File: config.mk
export PLATFORM = sky130hd
export DESIGN_NAME = mk_ctrl_decode
export DESIGN_NICKNAME = d
export VERILOG_FILES = /design/src/rtl/mk_pkg.sv /design/src/rtl/mk_op_legal.sv /design/src/rtl/mk_ctrl_decode.sv
export SDC_FILE = /design/constraint.sdc
export NUM_CORES = 1
export LEC_CHECK = 0
export ABC_AREA = 1
export CORE_MARGIN = 8
export CORE_UTILIZATION = 43
export DETAILED_ROUTE_END_ITERATION = 10
export HOLD_SLACK_MARGIN = 0.12
export PLACE_DENSITY_LB_ADDON = 0.3
export SETUP_SLACK_MARGIN = 0.05
export SLEW_MARGIN = 25
export SYNTH_ARGS = -nofsm -noshare
export SYNTH_HDL_FRONTEND = slang
export SYNTH_HIERARCHICAL = 1
export SYNTH_SLANG_ARGS = --single-unit
File: constraint.sdc
create_clock -name clk -period 1.6 [get_ports clk]
set_input_delay 0.24 -clock clk [delete_from_list [all_inputs] [get_ports clk]]
set_output_delay 0.24 -clock clk [all_outputs]
set_load 0.01 [all_outputs]
File: src/rtl/mk_pkg.sv
// Shared definitions for the MK5303 control path: opcode constants, instruction
// field positions and the controller state encoding. The ALU imports the same
// opcode constants so both sides always agree on the opcode map.
package mk_pkg;

   // ALU opcodes
   localparam logic [5:0] OP_ADD  = 6'b000000;
   localparam logic [5:0] OP_SUB  = 6'b000001;
   localparam logic [5:0] OP_INC  = 6'b010000;
   localparam logic [5:0] OP_DEC  = 6'b010001;
   localparam logic [5:0] OP_AND  = 6'b100000;
   localparam logic [5:0] OP_OR   = 6'b100001;
   localparam logic [5:0] OP_XOR  = 6'b100010;
   localparam logic [5:0] OP_NOT  = 6'b010010;
   localparam logic [5:0] OP_SHR  = 6'b001000;
   localparam logic [5:0] OP_SHL  = 6'b001001;
   localparam logic [5:0] OP_ROR  = 6'b001010;
   localparam logic [5:0] OP_ROL  = 6'b001011;

   // Control opcodes
   localparam logic [5:0] OP_NOP  = 6'b111110;
   localparam logic [5:0] OP_HALT = 6'b111111;

   // Instruction field positions; bit 0 is reserved and ignored
   localparam int OPC_MSB = 15;
   localparam int OPC_LSB = 10;
   localparam int RD_MSB  = 9;
   localparam int RD_LSB  = 7;
   localparam int RS1_MSB = 6;
   localparam int RS1_LSB = 4;
   localparam int RS2_MSB = 3;
   localparam int RS2_LSB = 1;

   // Controller states
   typedef enum logic [2:0] {
      ST_IDLE      = 3'd0,
      ST_FETCH     = 3'd1,
      ST_DECODE    = 3'd2,
      ST_EXECUTE   = 3'd3,
      ST_WRITEBACK = 3'd4,
      ST_HALTED    = 3'd5
   } state_t;

endpackage

File: src/rtl/mk_op_legal.sv
// Opcode classifier: splits a 6-bit opcode into ALU / NOP / HALT / illegal.
// Latency: purely combinational, zero cycles.
// Backpressure: none; output follows the opcode input continuously.
module mk_op_legal
   import mk_pkg::*;
(
   input  logic [5:0] opcode,
   output logic       is_alu,
   output logic       is_nop,
   output logic       is_halt,
   output logic       is_illegal
);

   // Exactly one of the four outputs is high for any opcode value
   always_comb begin
      is_alu  = 1'b0;
      is_nop  = 1'b0;
      is_halt = 1'b0;
      case (opcode)
         OP_ADD, OP_SUB, OP_INC, OP_DEC,
         OP_AND, OP_OR,  OP_XOR, OP_NOT,
         OP_SHR, OP_SHL, OP_ROR, OP_ROL: is_alu  = 1'b1;
         OP_NOP:                         is_nop  = 1'b1;
         OP_HALT:                        is_halt = 1'b1;
         default:                        ;
      endcase
      is_illegal = ~(is_alu | is_nop | is_halt);
   end

endmodule

File: src/rtl/mk_ctrl_decode.sv
// Fetch/decode/writeback sequencer driving the MK5303 ALU opcode and register-file addresses.
// Latency: ALU instruction 4 cycles, NOP/illegal 2 cycles, plus any fetch wait states.
// Backpressure: FETCH holds with imem_req high and pc stable until imem_valid; no other stalls.
module mk_ctrl_decode
   import mk_pkg::*;
#(
   parameter int PC_W    = 8,
   parameter int INSTR_W = 16
) (
   input  logic               clk,
   input  logic               rst_n,
   input  logic               start,
   output logic               imem_req,
   output logic [PC_W-1:0]    imem_addr,
   input  logic               imem_valid,
   input  logic [INSTR_W-1:0] imem_data,
   output logic [5:0]         alu_opcode,
   output logic [2:0]         rf_raddr1,
   output logic [2:0]         rf_raddr2,
   output logic               rf_we,
   output logic [2:0]         rf_waddr,
   output logic               busy,
   output logic               halted,
   output logic               illegal_op,
   output logic [PC_W-1:0]    pc
);

   state_t             state;
   logic [INSTR_W-1:0] ir;
   logic               op_alu;
   logic               op_nop;
   logic               op_halt;
   logic               op_illegal;
   logic               ir_rsvd_unused;

   // Reserved instruction bit carries no meaning
   assign ir_rsvd_unused = ir[0];

   mk_op_legal u_op_legal (
      .opcode     (ir[OPC_MSB:OPC_LSB]),
      .is_alu     (op_alu),
      .is_nop     (op_nop),
      .is_halt    (op_halt),
      .is_illegal (op_illegal)
   );

   assign imem_addr = pc;

   // Sequencer: state, pc, IR and the registered control outputs
   always_ff @(posedge clk or negedge rst_n) begin
      if (!rst_n) begin
         state    <= ST_IDLE;
         pc       <= '0;
         ir       <= '0;
         imem_req <= 1'b0;
         busy     <= 1'b0;
         halted   <= 1'b0;
         rf_we    <= 1'b0;
         rf_waddr <= '0;
      end else begin
         case (state)
            ST_IDLE, ST_HALTED: begin
               if (start) begin
                  pc       <= '0;
                  state    <= ST_FETCH;
                  imem_req <= 1'b1;
                  busy     <= 1'b1;
                  halted   <= 1'b0;
               end
            end
            ST_FETCH: begin
               if (imem_valid) begin
                  ir       <= imem_data;
                  state    <= ST_DECODE;
                  imem_req <= 1'b0;
               end
            end
            ST_DECODE: begin
               if (op_alu) begin
                  state <= ST_EXECUTE;
               end else if (op_halt) begin
                  // pc stays on the HALT instruction
                  state  <= ST_HALTED;
                  busy   <= 1'b0;
                  halted <= 1'b1;
               end else if (op_nop || op_illegal) begin
                  pc       <= pc + PC_W'(1);
                  state    <= ST_FETCH;
                  imem_req <= 1'b1;
               end
            end
            ST_EXECUTE: begin
               state    <= ST_WRITEBACK;
               rf_we    <= 1'b1;
               rf_waddr <= ir[RD_MSB:RD_LSB];
            end
            ST_WRITEBACK: begin
               rf_we    <= 1'b0;
               pc       <= pc + PC_W'(1);
               state    <= ST_FETCH;
               imem_req <= 1'b1;
            end
            default: begin
               state <= ST_IDLE;
            end
         endcase
      end
   end

   // Datapath-facing decode from state and IR; illegal opcodes present ADD (000000) to the ALU
   always_comb begin
      alu_opcode = '0;
      rf_raddr1  = '0;
      rf_raddr2  = '0;
      illegal_op = 1'b0;
      if (state == ST_DECODE || state == ST_EXECUTE || state == ST_WRITEBACK) begin
         alu_opcode = op_illegal ? 6'b000000 : ir[OPC_MSB:OPC_LSB];
         rf_raddr1  = ir[RS1_MSB:RS1_LSB];
         rf_raddr2  = ir[RS2_MSB:RS2_LSB];
      end
      if (state == ST_DECODE) begin
         illegal_op = op_illegal;
      end
   end

endmodule

* After elaboration in Yosys (flattened, before gate mapping)
Index checks and enable logic that the tools add are counted.
Storage, ports and cells: bits in registers 34, bits of input ports 20, word-level logic and storage cells 86
Operators by class: eq/ne operators 25, mux-type cells 33, reductions and logical operators 16, $add $sub $neg 1, bitwise logic cells 3
Operators by type and width (count):
- 2-to-1 mux 8 bit | 4
- == test 6 bit (second input constant) | 5
- == test 6 x 4 -> 1 bit (second input constant) | 4
- one-hot mux 8 bit (3 select lines) | 1
- 2-to-1 mux 3 bit | 7
- == test 6 x 5 -> 1 bit (second input constant) | 3
- one-hot mux 3 bit (5 select lines) | 1
- 2-to-1 mux 1 bit | 14
- 2-to-1 mux 6 bit | 2
- inequality test 2 bit (second input constant) | 6
- OR reduction 12 bit | 1
- adder 8 x 1 -> 8 bit (second input constant) | 1
- == test 3 x 2 -> 1 bit (second input constant) | 2
- == test 3 bit (second input constant) | 2
- == test 6 x 1 -> 1 bit (second input constant) | 1
- zero test 6 bit | 1
- one-hot mux 1 bit (2 select lines) | 3
- AND reduction 6 bit | 1
- AND reduction 5 bit | 1
- inequality test 4 bit (second input constant) | 1
- one-hot mux 1 bit (4 select lines) | 1
- AND reduction 4 bit | 1
- nonzero test 2 bit | 2
- nonzero test 4 bit | 1
- 9 further kinds | 12

* Depth between registers and ports, before layout
Gate-level depths: netlist of the first run.
depth after elaboration 11, gate-level depth with buffers 14

* Hierarchy
Netlist of the first run, hierarchy kept.
By module, submodules not included:
- mk_ctrl_decode | sequential area each 825.8 um^2, times used 1, cells each 240, area an instance 1819.2 um^2
- mk_op_legal | sequential area each 0.0 um^2, times used 1, cells each 22, area an instance 101.3 um^2

* Worst setup path after synthesis of the first run
No wires, ideal clock.
path kind register -> register, start register ir[15], end register pc[5], in the netlist imem_addr[5], data required time 1482 ps, library setup time 118 ps, cell stages (with the launch flop) 14, arrival 1548 ps, setup slack -66 ps, path through dfrtp_1 > o21ai_0 > nand2_1 > nand2_1 > nand2_1 > a21oi_2 > inv_1 > nand2_1 > nand2_1 > nand2_1 > nand3_4 > buf_8 > nand2_2 > o21ai_2
Between the ends: longest elaborated chain between the ends 9
RTL lines:
- start, declared | RTL line mk_ctrl_decode.sv:29 | logic [INSTR_W-1:0] ir;
- start signal, assigned | RTL line mk_ctrl_decode.sv:73 | ir <= imem_data;
- == test 6 x 1 -> 1 bit (tied with other cells) | RTL line mk_op_legal.sv:19 | case (opcode)
- OR reduction 12 bit | RTL line mk_op_legal.sv:19
- 2-to-1 mux 1 bit | RTL line mk_op_legal.sv:19
- OR 1 bit | RTL line mk_op_legal.sv:27 | is_illegal = ~(is_alu | is_nop | is_halt);
- OR 1 bit (*) | RTL line mk_op_legal.sv:27
- inverter 1 bit (*) | RTL line mk_op_legal.sv:27
- via op_illegal | RTL line mk_ctrl_decode.sv:33 | logic op_illegal;
- logical OR 1 bit (*) | RTL line mk_ctrl_decode.sv:86 | end else if (op_nop || op_illegal) begin
- inequality test 2 bit (no line) (*)
- AND reduction 5 bit (no line) (*)
- end signal, assigned | RTL line mk_ctrl_decode.sv:87 | pc <= pc + PC_W'(1);
- end signal, assigned | RTL line mk_ctrl_decode.sv:99 | pc <= pc + PC_W'(1);
- end, declared | RTL line mk_ctrl_decode.sv:25 | output logic [PC_W-1:0] pc
The timed path passes the listed nets; every way through them passes the cells marked *. A chain may end at the register's enable or synchronous reset.

* Worst setup path in the final report of the first run
start register ir[14], end output port alu_opcode[1]
Between the ends: longest elaborated chain between the ends 7
RTL lines:
- == test 6 x 1 -> 1 bit (tied with other cells) | RTL line mk_op_legal.sv:19
- OR reduction 12 bit | RTL line mk_op_legal.sv:19
- 2-to-1 mux 1 bit | RTL line mk_op_legal.sv:19
- OR 1 bit | RTL line mk_op_legal.sv:27
- OR 1 bit (*) | RTL line mk_op_legal.sv:27
- 2-to-1 mux 6 bit (*) | RTL line mk_ctrl_decode.sv:117 | alu_opcode = op_illegal ? 6'b000000 : ir[OPC_MSB:OPC_LSB];
- 2-to-1 mux 6 bit (*) | RTL line mk_ctrl_decode.sv:116 | if (state == ST_DECODE || state == ST_EXECUTE || state == ST_WRITEBACK) begin
- end, declared | RTL line mk_ctrl_decode.sv:17 | output logic [5:0] alu_opcode,
Mark *: on every way between the ends. The rest lies on a longest branch, timed or not.

==> metrics, run 1 <==
largest net degree at the start of global routing=34; compound-cell area share of the yosys netlist=under 10%; status=complete, but fails checks; DRC Markers=0; Core Util, Final=between 60% and 70%; Max VDD drop=0.00103 V; Logic pwr share=between 60% and 70%; share of cells above drive strength 1=~37%; crit path launch type=flop; DRT antenna net count=0; final WL=5120 um; CTS tree=done; Pint=just over 3 mW; setup TNS=-3.72 ns; Synth Area in XOR/XNOR=less than 1%; Clock Tree Buf Depth=2; DRT iter0 DRCs=between 60 and 70; R2R cell count=14; Max Cap Viol=0; Final Skew=0.00652 ns; CTS sink cnt=33; slew margin rel.=between 70% and 80%; # rows=24; Slew @ Worst Pin=between 0.4 and 0.5 ns; Pwr per Cell Area=around 1900 nW/um^2; area share of fa/ha/maj cells after synthesis=0.651%; crit path max fanout=8; Clock Tree Root=clkbuf_8; Top Ports=56; leakage=roughly 1.5 nW; post-synthesis register bit count=33; first-pass GRT wire length=8520 um; Psw=between 2 and 2.5 mW; CP Class=flop to primary output; Final Hold Fails=0; post-route setup slack=-0.217 ns; fmax=about 550 MHz; RSZ-0062 raised after global routing=true; mux cell area share after synthesis=0%; Syn. warnings=6; final worst-path cycle share=114%; router iterations before antenna repair=4; number of CTS-inserted buffers=5; Seq pwr share=about 25%; Placed Area=approximately 2700 um^2; Final GP Congestion=0.820; synth unique cells=28; CP Data Arrival Time=about 1.6 ns; core box area=~4300 um^2; total nets after synthesis=about 280; # diodes=0; register area share after synthesis=between 40% and 50%; setup violators final=20; Final Cell Area=2970 um^2; Clk pwr share=a little over a tenth; die height=approximately 83 um; post-synthesis cell area=around 1900 um^2; Clock Pin Slew Worst Setup and Hold Paths=approximately 0.070 ns; count of input and output buffers=between 50 and 60; via count of the first global-routing pass=1,920; DP HPWL=3520 um; All-Layer GR Usage=14.3%; via count=slightly below 2,000; Switching Share=between 40 and 50%; die area=~6900 um^2; Avg WL per Cell=~13 um; Area growth syn-to-layout=54.6%; Die Wd=a little over 80 um; failing checks=negative setup slack; Worst setup EP type=primary output; initial antenna violation count=0; Worst-Skew Late Latency=about 0.29 ns; combinational family with the most area after synthesis=simple AND/OR/NAND/NOR gates; worst path required time=around 1.4 ns; Nets=373; initial core utilization=approximately 44%; total gr overflow=0; Syn Inst Count=around 260; vias per cell=about 4.8; Max Slew Vio Count=0; Synth Area in Simple Gates=between 30 and 40%; Synth Area per Inst=about 7.3 um^2; H-tree levels=2; final worst path period need=~1.8 ns; type of the tightest min-delay check=input pin to asynchronous set/reset pin
[logic make-up after synthesis]
group,count (synthesis)
flops,33
xor+xnor,2
buf+inv,45
compound gates,19
fa+ha+maj,1
simple gates,162
[routing by layer]
layer	GRT usage, %	wire length, um	vias up
met2	25.4	2750	39
li1	-	-	983
met4	4.15	82	0
met5	0	0	-
met1	16.0	2060	927
met3	4.30	224	9
[Yosys cell counts]
library cell	number	area, um^2
nand2_1	86	323
nor2_1	36	135
dfrtp_1	33	826
inv_1	28	105
nand3_1	21	105
buf_4	9	67.6
a21oi_1	8	40.0
nand2_2	8	50.1
o21ai_2	5	43.8
buf_2	4	20.0
o21ai_0	3	15.0
inv_2	2	7.51
nand4_1	2	12.5
nor2_2	2	12.5
xor2_1	2	17.5
a21oi_2	1	8.76
and2_4	1	8.76
buf_8	1	15.0
clkbuf_1	1	3.75
ha_1	1	12.5
nand2_4	1	11.3
nand3_2	1	10.0
nand3_4	1	17.5
nand3b_1	1	7.51
nand4_4	1	21.3
nor2_4	1	11.3
o21ai_1	1	5.00
o21bai_1	1	7.51
[layout by cell type (no fill, tap or decap), types with 2 or more instances in the layout]
cell type | synthesis | layout
nand3_1 | 21 | 17
a21oi_2 | 1 | 3
nand3_4 | 1 | 3
inv_2 | 2 | 3
nand2_1 | 86 | 70
nor2_4 | 1 | 3
nand3_2 | 1 | 4
nand4_1 | 2 | 2
clkdlybuf4s50_1 | 0 | 40
inv_1 | 28 | 25
clkinv_2 | 0 | 2
nand2_2 | 8 | 17
a21oi_1 | 8 | 6
nor2_1 | 36 | 32
buf_4 | 9 | 37
nand2_4 | 1 | 8
o21ai_2 | 5 | 7
o21ai_0 | 3 | 2
buf_2 | 4 | 13
dfrtp_1 | 33 | 23
dfrtp_2 | 0 | 10
xor2_1 | 2 | 2
nor2_2 | 2 | 4
clkbuf_8 | 0 | 5
buf_6 | 0 | 5
[power by group through the flow]
stage | logic (mW) | registers [mW] | clock network, mW
3_5_place_dp | 3.00 | 1.37 | 0
3_3_place_gp | 2.95 | 1.36 | 0
2_1_floorplan | 1.69 | 1.40 | 0
6_report | 3.52 | 1.39 | 0.603
4_1_cts | 3.17 | 1.37 | 0.618
5_1_grt | 3.85 | 1.43 | 0.657
[through the flow]
stage	worst slack, ns	total power [mW]	cells	hold slack, ns
floorplan	0.0355	3.09	262	-0.0556
global placement	-0.245	4.31	385	0.460
detailed placement	-0.272	4.37	385	0.459
CTS	-0.230	5.15	397	0.378
global route	-0.361	5.94	405	0.405
finish	-0.217	5.51	405	0.355
[state kept, by name, summed over array words and instances, names as in the netlist]
name,cells
ir,15
imem_addr,8
rf_waddr,3
state,3
busy,1
halted,1
imem_req,1
rf_we,1
[worst max-delay path: stages (launching register included)]
cell and delay [ns]:
dfrtp_2 0.45, buf_6 0.13, a21oi_2 0.12, o21ai_2 0.07, nand2_1 0.08, a21oi_2 0.05
inv_2 0.12, nand2_1 0.07, nor2_1 0.09, buf_2 0.13
[final cells by class]
cell class	count	area [um^2]
fillers	353	1360
multi-input cells	185	1030
flip-flops and latches	33	838
repair buffers	97	832
inverters	30	120
clock buffers	6	72.6
well taps	52	65.1
clock inverters	2	10.0
[timing repair]
item,in CTS,in global routing
gates cloned,1,0
endpoints found under the hold margin,0,0
endpoints found under the setup margin,34,39
setup buffers,3,8
pin swaps,18,24
gates resized for setup,73,37
hold buffers,0,0
[worst paths after layout]
| path | start | endpoint | slack [ns] |
|---|---|---|---|
| max in group asynchronous | rst_n | ir[14]$_DFFE_PN0P_ | 0.90 |
| min in group clk | ir[8]$_DFFE_PN0P_ | ir[8]$_DFFE_PN0P_ | 0.47 |
| min reg2reg | ir[8]$_DFFE_PN0P_ | ir[8]$_DFFE_PN0P_ | 0.47 |
| max reg2reg | ir[14]$_DFFE_PN0P_ | imem_addr[3]$_DFFE_PN0P_ | -0.20 |
| max | ir[14]$_DFFE_PN0P_ | alu_opcode[1] | -0.22 |
| min | rst_n | ir[5]$_DFFE_PN0P_ | 0.36 |
Note: power is estimated with default switching activity, not from simulation.
==> inputs of run 2 (changes only) <==
==> constraint.sdc (replaced) <==
create_clock -name clk -period 1.6 [get_ports clk]
set_input_delay 0.16 -clock clk [delete_from_list [all_inputs] [get_ports clk]]
set_output_delay 0.16 -clock clk [all_outputs]
set_load 0.01 [all_outputs]
==> run 2 against run 1 <==
Effect of this change: the flow still finishes with violations (negative setup slack); critical path depth increased by 3; non-clock buffer count is 8 lower; count of clock-buffer cells in the layout grew 1; design area decreased by 1.8%; die area unchanged; critical path type is now flop to flop; largest power group unchanged.
==> metrics, run 2 (same netlist as run 1, synthesis figures left out) <==
status=complete, but fails checks; failing checks=negative setup slack; die area=a little under 7000 um^2; R2R setup slack=-0.20 ns; initial antenna violation count=0; worst path required time=~1.8 ns; Worst setup EP type=flop; CTS Hold Bufs=0; final worst-path cycle share=112%; Psw=around 2.5 mW; total gr overflow=0; CTS sink cnt=33; final worst path period need=approximately 1.8 ns; CP Data Arrival Time=between 2 and 2.5 ns; router iterations before antenna repair=4; initial core utilization=between 40% and 50%; H-tree levels=2; type of the tightest min-delay check=input pin to asynchronous set/reset pin; DRT antenna net count=0; slew margin rel.=a little under three quarters; Setup crit end=imem_addr[2]$_DFFE_PN0P_; Logic pwr share=about three fifths; share of cells above drive strength 1=roughly 33%; Final Skew=0.0133 ns; first-pass GRT wire length=between 9000 and 10,000 um; crit path launch type=flop; count of input and output buffers=between 50 and 60; Max Cap Viol=0; max FFs per register=15; Worst-Skew Late Latency=0.29 ns; Top Ports=56; Avg WL per Cell=approximately 13 um; via count of the first global-routing pass=slightly above 2,000; Clock Pin Slew Worst Setup and Hold Paths=approximately 0.080 ns; pre-CTS setup slack=-0.272 ns; DRC Markers=0; Clock Tree Root=clkbuf_8; Largest Register=ir; leakage=~1.4 nW; Area growth syn-to-layout=51.9%; # diodes=0; Switching Share=44.0%; # rows=24; All-Layer GR Usage=between 10% and 20%; Pwr per Cell Area=just under 2000 nW/um^2; worst r2r src=ir[11]$_DFFE_PN0P_; RR Endpoint=imem_addr[2]$_DFFE_PN0P_; via count=1,919; Max Slew Vio Count=0; post-route setup slack=-0.199 ns; CP Class=flop to flop; Pint=between 3 and 4 mW; CTS tree=done; commonest cells after routing, fill and taps aside=71 x nand2_1, 41 x clkdlybuf4s50_1, 31 x nor2_1, 31 x buf_4, 28 x dfrtp_1; DP HPWL=around 3700 um; R2R cell count=12; Layout Cells excl Fill=approximately 400; Seq pwr share=between 20% and 30%; Final GP Congestion=around 0.82; Slew @ Worst Pin=0.425 ns; RSZ-0062 raised after global routing=true; Final Hold Fails=0; crit path max fanout=8; final WL=~5300 um; Nets=~370; fmax=~560 MHz; core box area=4320 um^2; hold_ws=0.268 ns; placed cells=~380; number of CTS-inserted buffers=5; setup violators final=20; worst setup path startpoint=ir[11]$_DFFE_PN0P_; most common cell after layout, fill and taps aside=nand2_1; Clk pwr share=between 10 and 15%; vias per cell=approximately 4.8; Clock Tree Buf Depth=2; die height=~83 um; Max VDD drop=0.00105 V; largest net degree at the start of global routing=34; DRT iter0 DRCs=85; Die Wd=approximately 83 um
[run 2: final cells by class]
type                            instances  area, um^2
Tap cell                               52        65.1
Inverter                               30         115
Timing Repair Buffer                   89         762
Sequential cell                        33         832
Clock inverter                          1        30.0
Multi-Input combinational cell        185        1030
Clock buffer                            7        86.3
Fill cell                             364        1410
[run 2: how the worst min path moves through the flow]
stage                      startpoint              endpoint  slack [ns]  cells past startpoint
floorplan                       rst_n      busy$_DFFE_PN0P_       -0.14                      0
global placement    ir[8]$_DFFE_PN0P_     ir[8]$_DFFE_PN0P_        0.46                      2
detailed placement  ir[8]$_DFFE_PN0P_     ir[8]$_DFFE_PN0P_        0.46                      2
CTS                             rst_n  imem_req$_DFFE_PN0P_        0.28                      2
global route                    rst_n     ir[4]$_DFFE_PN0P_        0.31                      2
finish                          rst_n     ir[5]$_DFFE_PN0P_        0.27                      2
[run 2: critical path: stages, from the launching register on]
cell     delay, ns
dfrtp_1       0.42
inv_1         0.13
o21ai_4       0.20
nand2_2       0.08
a21oi_2       0.15
inv_2         0.09
nand2_2       0.10
nand2_2       0.08
nand2_4       0.11
nand2_4       0.06
nor2_4        0.17
nand3_2       0.09
nand2_2       0.06
[run 2: stage by stage]
| stage | TNS (ns) | cell area [um^2] | power, mW | util, % |
|---|---|---|---|---|
| floorplan | 0 | 1930 | 3.09 | - |
| global placement | -2.08 | 2670 | 4.32 | 61.7 |
| detailed placement | -3.58 | 2670 | 4.41 | 61.7 |
| CTS | -2.73 | 2840 | 5.46 | 65.7 |
| global route | -5.41 | 2920 | 6.20 | 67.4 |
| finish | -3.27 | 2920 | 5.78 | 67.4 |
[run 2: what timing repair did]
item | CTS | global route
pin swaps | 18 | 27
setup buffers | 3 | 1
gates resized for setup | 56 | 36
gates cloned | 1 | 0
endpoints found under the setup margin | 27 | 33
[run 2: metal layers]
| metal | share of wire (%) | up-vias | track usage (%) | wire length (um) |
|---|---|---|---|---|
| met5 | 0 | - | 0 | 0 |
| met4 | 1.3 | 0 | 5.43 | 72 |
| met3 | 3.9 | 6 | 4.79 | 210 |
| met2 | 55 | 39 | 27.9 | 2920 |
| met1 | 40 | 906 | 16.4 | 2140 |
| li1 | - | 968 | - | - |
[run 2: power groups by stage]
stage	registers [mW]	clock network, mW	logic, mW
final	1.39	0.819	3.58
after global routing	1.43	0.868	3.90
after CTS	1.36	0.833	3.27
after detailed placement	1.38	0	3.03
after global placement	1.36	0	2.96
after floorplan	1.40	0	1.69
==> inputs of run 3 (changes only) <==
==> constraint.sdc (replaced) <==
create_clock -name clk -period 1.6 [get_ports clk]
set_input_delay 0.48 -clock clk [delete_from_list [all_inputs] [get_ports clk]]
set_output_delay 0.48 -clock clk [all_outputs]
set_load 0.01 [all_outputs]
==> run 3 against run 2 <==
Effect of this change: the flow still finishes with violations (negative setup slack); count of clock-buffer cells in the layout is 2 lower; critical path depth is 2 lower; global-route usage is 0.72 points higher; wire length is 8.5% higher; final cell count is 5.3% higher; largest cell class unchanged; highest routed layer unchanged.
==> metrics, run 3 (same netlist as run 1, synthesis figures left out) <==
total gr overflow=0; Final GP Congestion=about 0.90; CTS Hold Bufs=0; RR Endpoint=imem_addr[2]$_DFFE_PN0P_; leakage=~1.7 nW; pre-CTS setup slack=-0.590 ns; count of input and output buffers=between 50 and 60; worst path required time=between 1 and 1.5 ns; CTS tree=done; placed cells=between 300 and 400; H-tree levels=2; setup violators final=27; final worst path period need=between 2 and 2.5 ns; Clock Pin Slew Worst Setup and Hold Paths=about 0.070 ns; final worst-path cycle share=135%; CP Data Arrival Time=1.68 ns; setup TNS=-10.98 ns; Clock Tree Root=clkbuf_8; router iterations before antenna repair=4; Avg WL per Cell=13.9 um; All-Layer GR Usage=approximately 16%; max FFs per register=15; crit path launch type=flop; type of the tightest min-delay check=flop to flop; largest net degree at the start of global routing=34; Max Slew Vio Count=0; DRT antenna net count=0; R2R cell count=15; CP Class=flop to primary output; Area growth syn-to-layout=69.8%; status=complete, but fails checks; Pwr per Cell Area=just under 2000 nW/um^2; via count of the first global-routing pass=between 2,000 and 2,500; final WL=5800 um; share of cells above drive strength 1=~43%; Worst-Skew Late Latency=around 0.3 ns; most common cell after layout, fill and taps aside=nand2_1; number of CTS-inserted buffers=5; R2R setup slack=-0.50 ns; DP HPWL=approximately 3600 um; Layout Cells excl Fill=about 420; via count=between 2,000 and 2,500; post-route setup slack=-0.562 ns; Core Util, Final=between 70% and 80%; Slew @ Worst Pin=between 0.2 and 0.3 ns; DRT iter0 DRCs=113; hold_ws=0.471 ns; fmax=~460 MHz; start point of the worst hold path=rf_waddr[1]$_DFFE_PN0P_; DRC Markers=0; first-pass GRT wire length=9330 um; core box area=4320 um^2; # rows=24; Top Ports=56; Hold Path End=rf_waddr[1]$_DFFE_PN0P_; Largest Register=ir; slew margin rel.=83.3%; commonest cells after routing, fill and taps aside=66 x nand2_1, 45 x buf_4, 27 x dfrtp_1; Clock Tree Buf Depth=2; # diodes=0; Worst setup EP type=primary output; Final Skew=~0.0083 ns; die height=~83 um; initial core utilization=between 40 and 50%; Nets=386; initial antenna violation count=0; Final Hold Fails=0; # fillers=297; CTS sink cnt=33; RSZ-0062 raised after global routing=true; hold path depth=2; crit path max fanout=8; Die Wd=~83 um; worst r2r src=ir[14]$_DFFE_PN0P_; Max VDD drop=0.000975 V; failing checks=negative setup slack; Max Cap Viol=0; die area=6860 um^2; vias per cell=between 4 and 5
-- run 3: changes by cell type in the layout (fill, tap and decap cells not counted), sizes merged, moves of 2 or more --
cell	previous run	this run
buf	43	69
clkdlybuf4s50	41	18
dlygate4sd2	0	23
clkbuf	12	5
clkinv	0	2
-- run 3: timing repair --
item,CTS,global route
pin swaps,22,19
setup endpoints to repair,50,29
resized for setup,126,20
buffers inserted,15,9
cloned,2,0
-- run 3: final cells by class --
| cell class | count | area (um^2) | share of cell area [%] |
|---|---|---|---|
| multi-input combinational | 185 | 1130 | 34.6 |
| sequential | 33 | 833 | 25.5 |
| timing repair buffer | 110 | 1030 | 31.5 |
| inverter | 30 | 120 | 3.68 |
| clock inverter | 3 | 17.5 | 0.537 |
| clock buffer | 5 | 68.8 | 2.11 |
| tap | 52 | 65.1 | 1.99 |
-- run 3: stage by stage --
| step | total power [mW] | cell area, um^2 |
|---|---|---|
| after detailed placement | 4.66 | 2810 |
| final | 6.37 | 3260 |
| after floorplan | 3.37 | 2030 |
| after global placement | 4.59 | 2810 |
| after CTS | 6.00 | 3150 |
| after global routing | 6.78 | 3260 |
-- run 3: worst max-delay path, stage by stage, from the launching register on --
cell and delay (ns):
dfrtp_2 0.44, nand2_1 0.08, nand2_1 0.05, nor2_1 0.10, nand2_1 0.09, nand2_1 0.10, a21oi_2 0.06, inv_2 0.16
nand2_2 0.10, nor2_4 0.11, buf_6 0.10
-- run 3: worst max-delay path by stage --
stage                             startpoint             to  slack (ns)  cells after the start
after floorplan           ir[13]$_DFFE_PN0P_  alu_opcode[4]        0.03                      7
after global placement    ir[13]$_DFFE_PN0P_  alu_opcode[3]       -0.51                      8
after detailed placement  ir[13]$_DFFE_PN0P_  alu_opcode[0]       -0.59                      8
after CTS                 ir[15]$_DFFE_PN0P_  alu_opcode[5]       -0.48                     10
after global routing      ir[15]$_DFFE_PN0P_  alu_opcode[5]       -0.63                     10
final                     ir[14]$_DFFE_PN0P_  alu_opcode[3]       -0.56                     10
-- run 3: layer usage --
metal | global-route usage, % | up-vias | share of wire [%] | wire, um
met1 | 17.3 | 970 | 40 | 2340
met5 | 0 | - | 0 | 0
met2 | 28.1 | 49 | 52 | 3020
met3 | 4.49 | 13 | 5.4 | 315
met4 | 8.47 | 0 | 2.2 | 125
li1 | - | 1007 | - | -
-- run 3: power breakdown --
group          internal [mW]  switching [mW]  total, mW
clock                  0.300           0.329      0.629
combinational           2.05            2.32       4.37
sequential              1.15           0.222       1.38
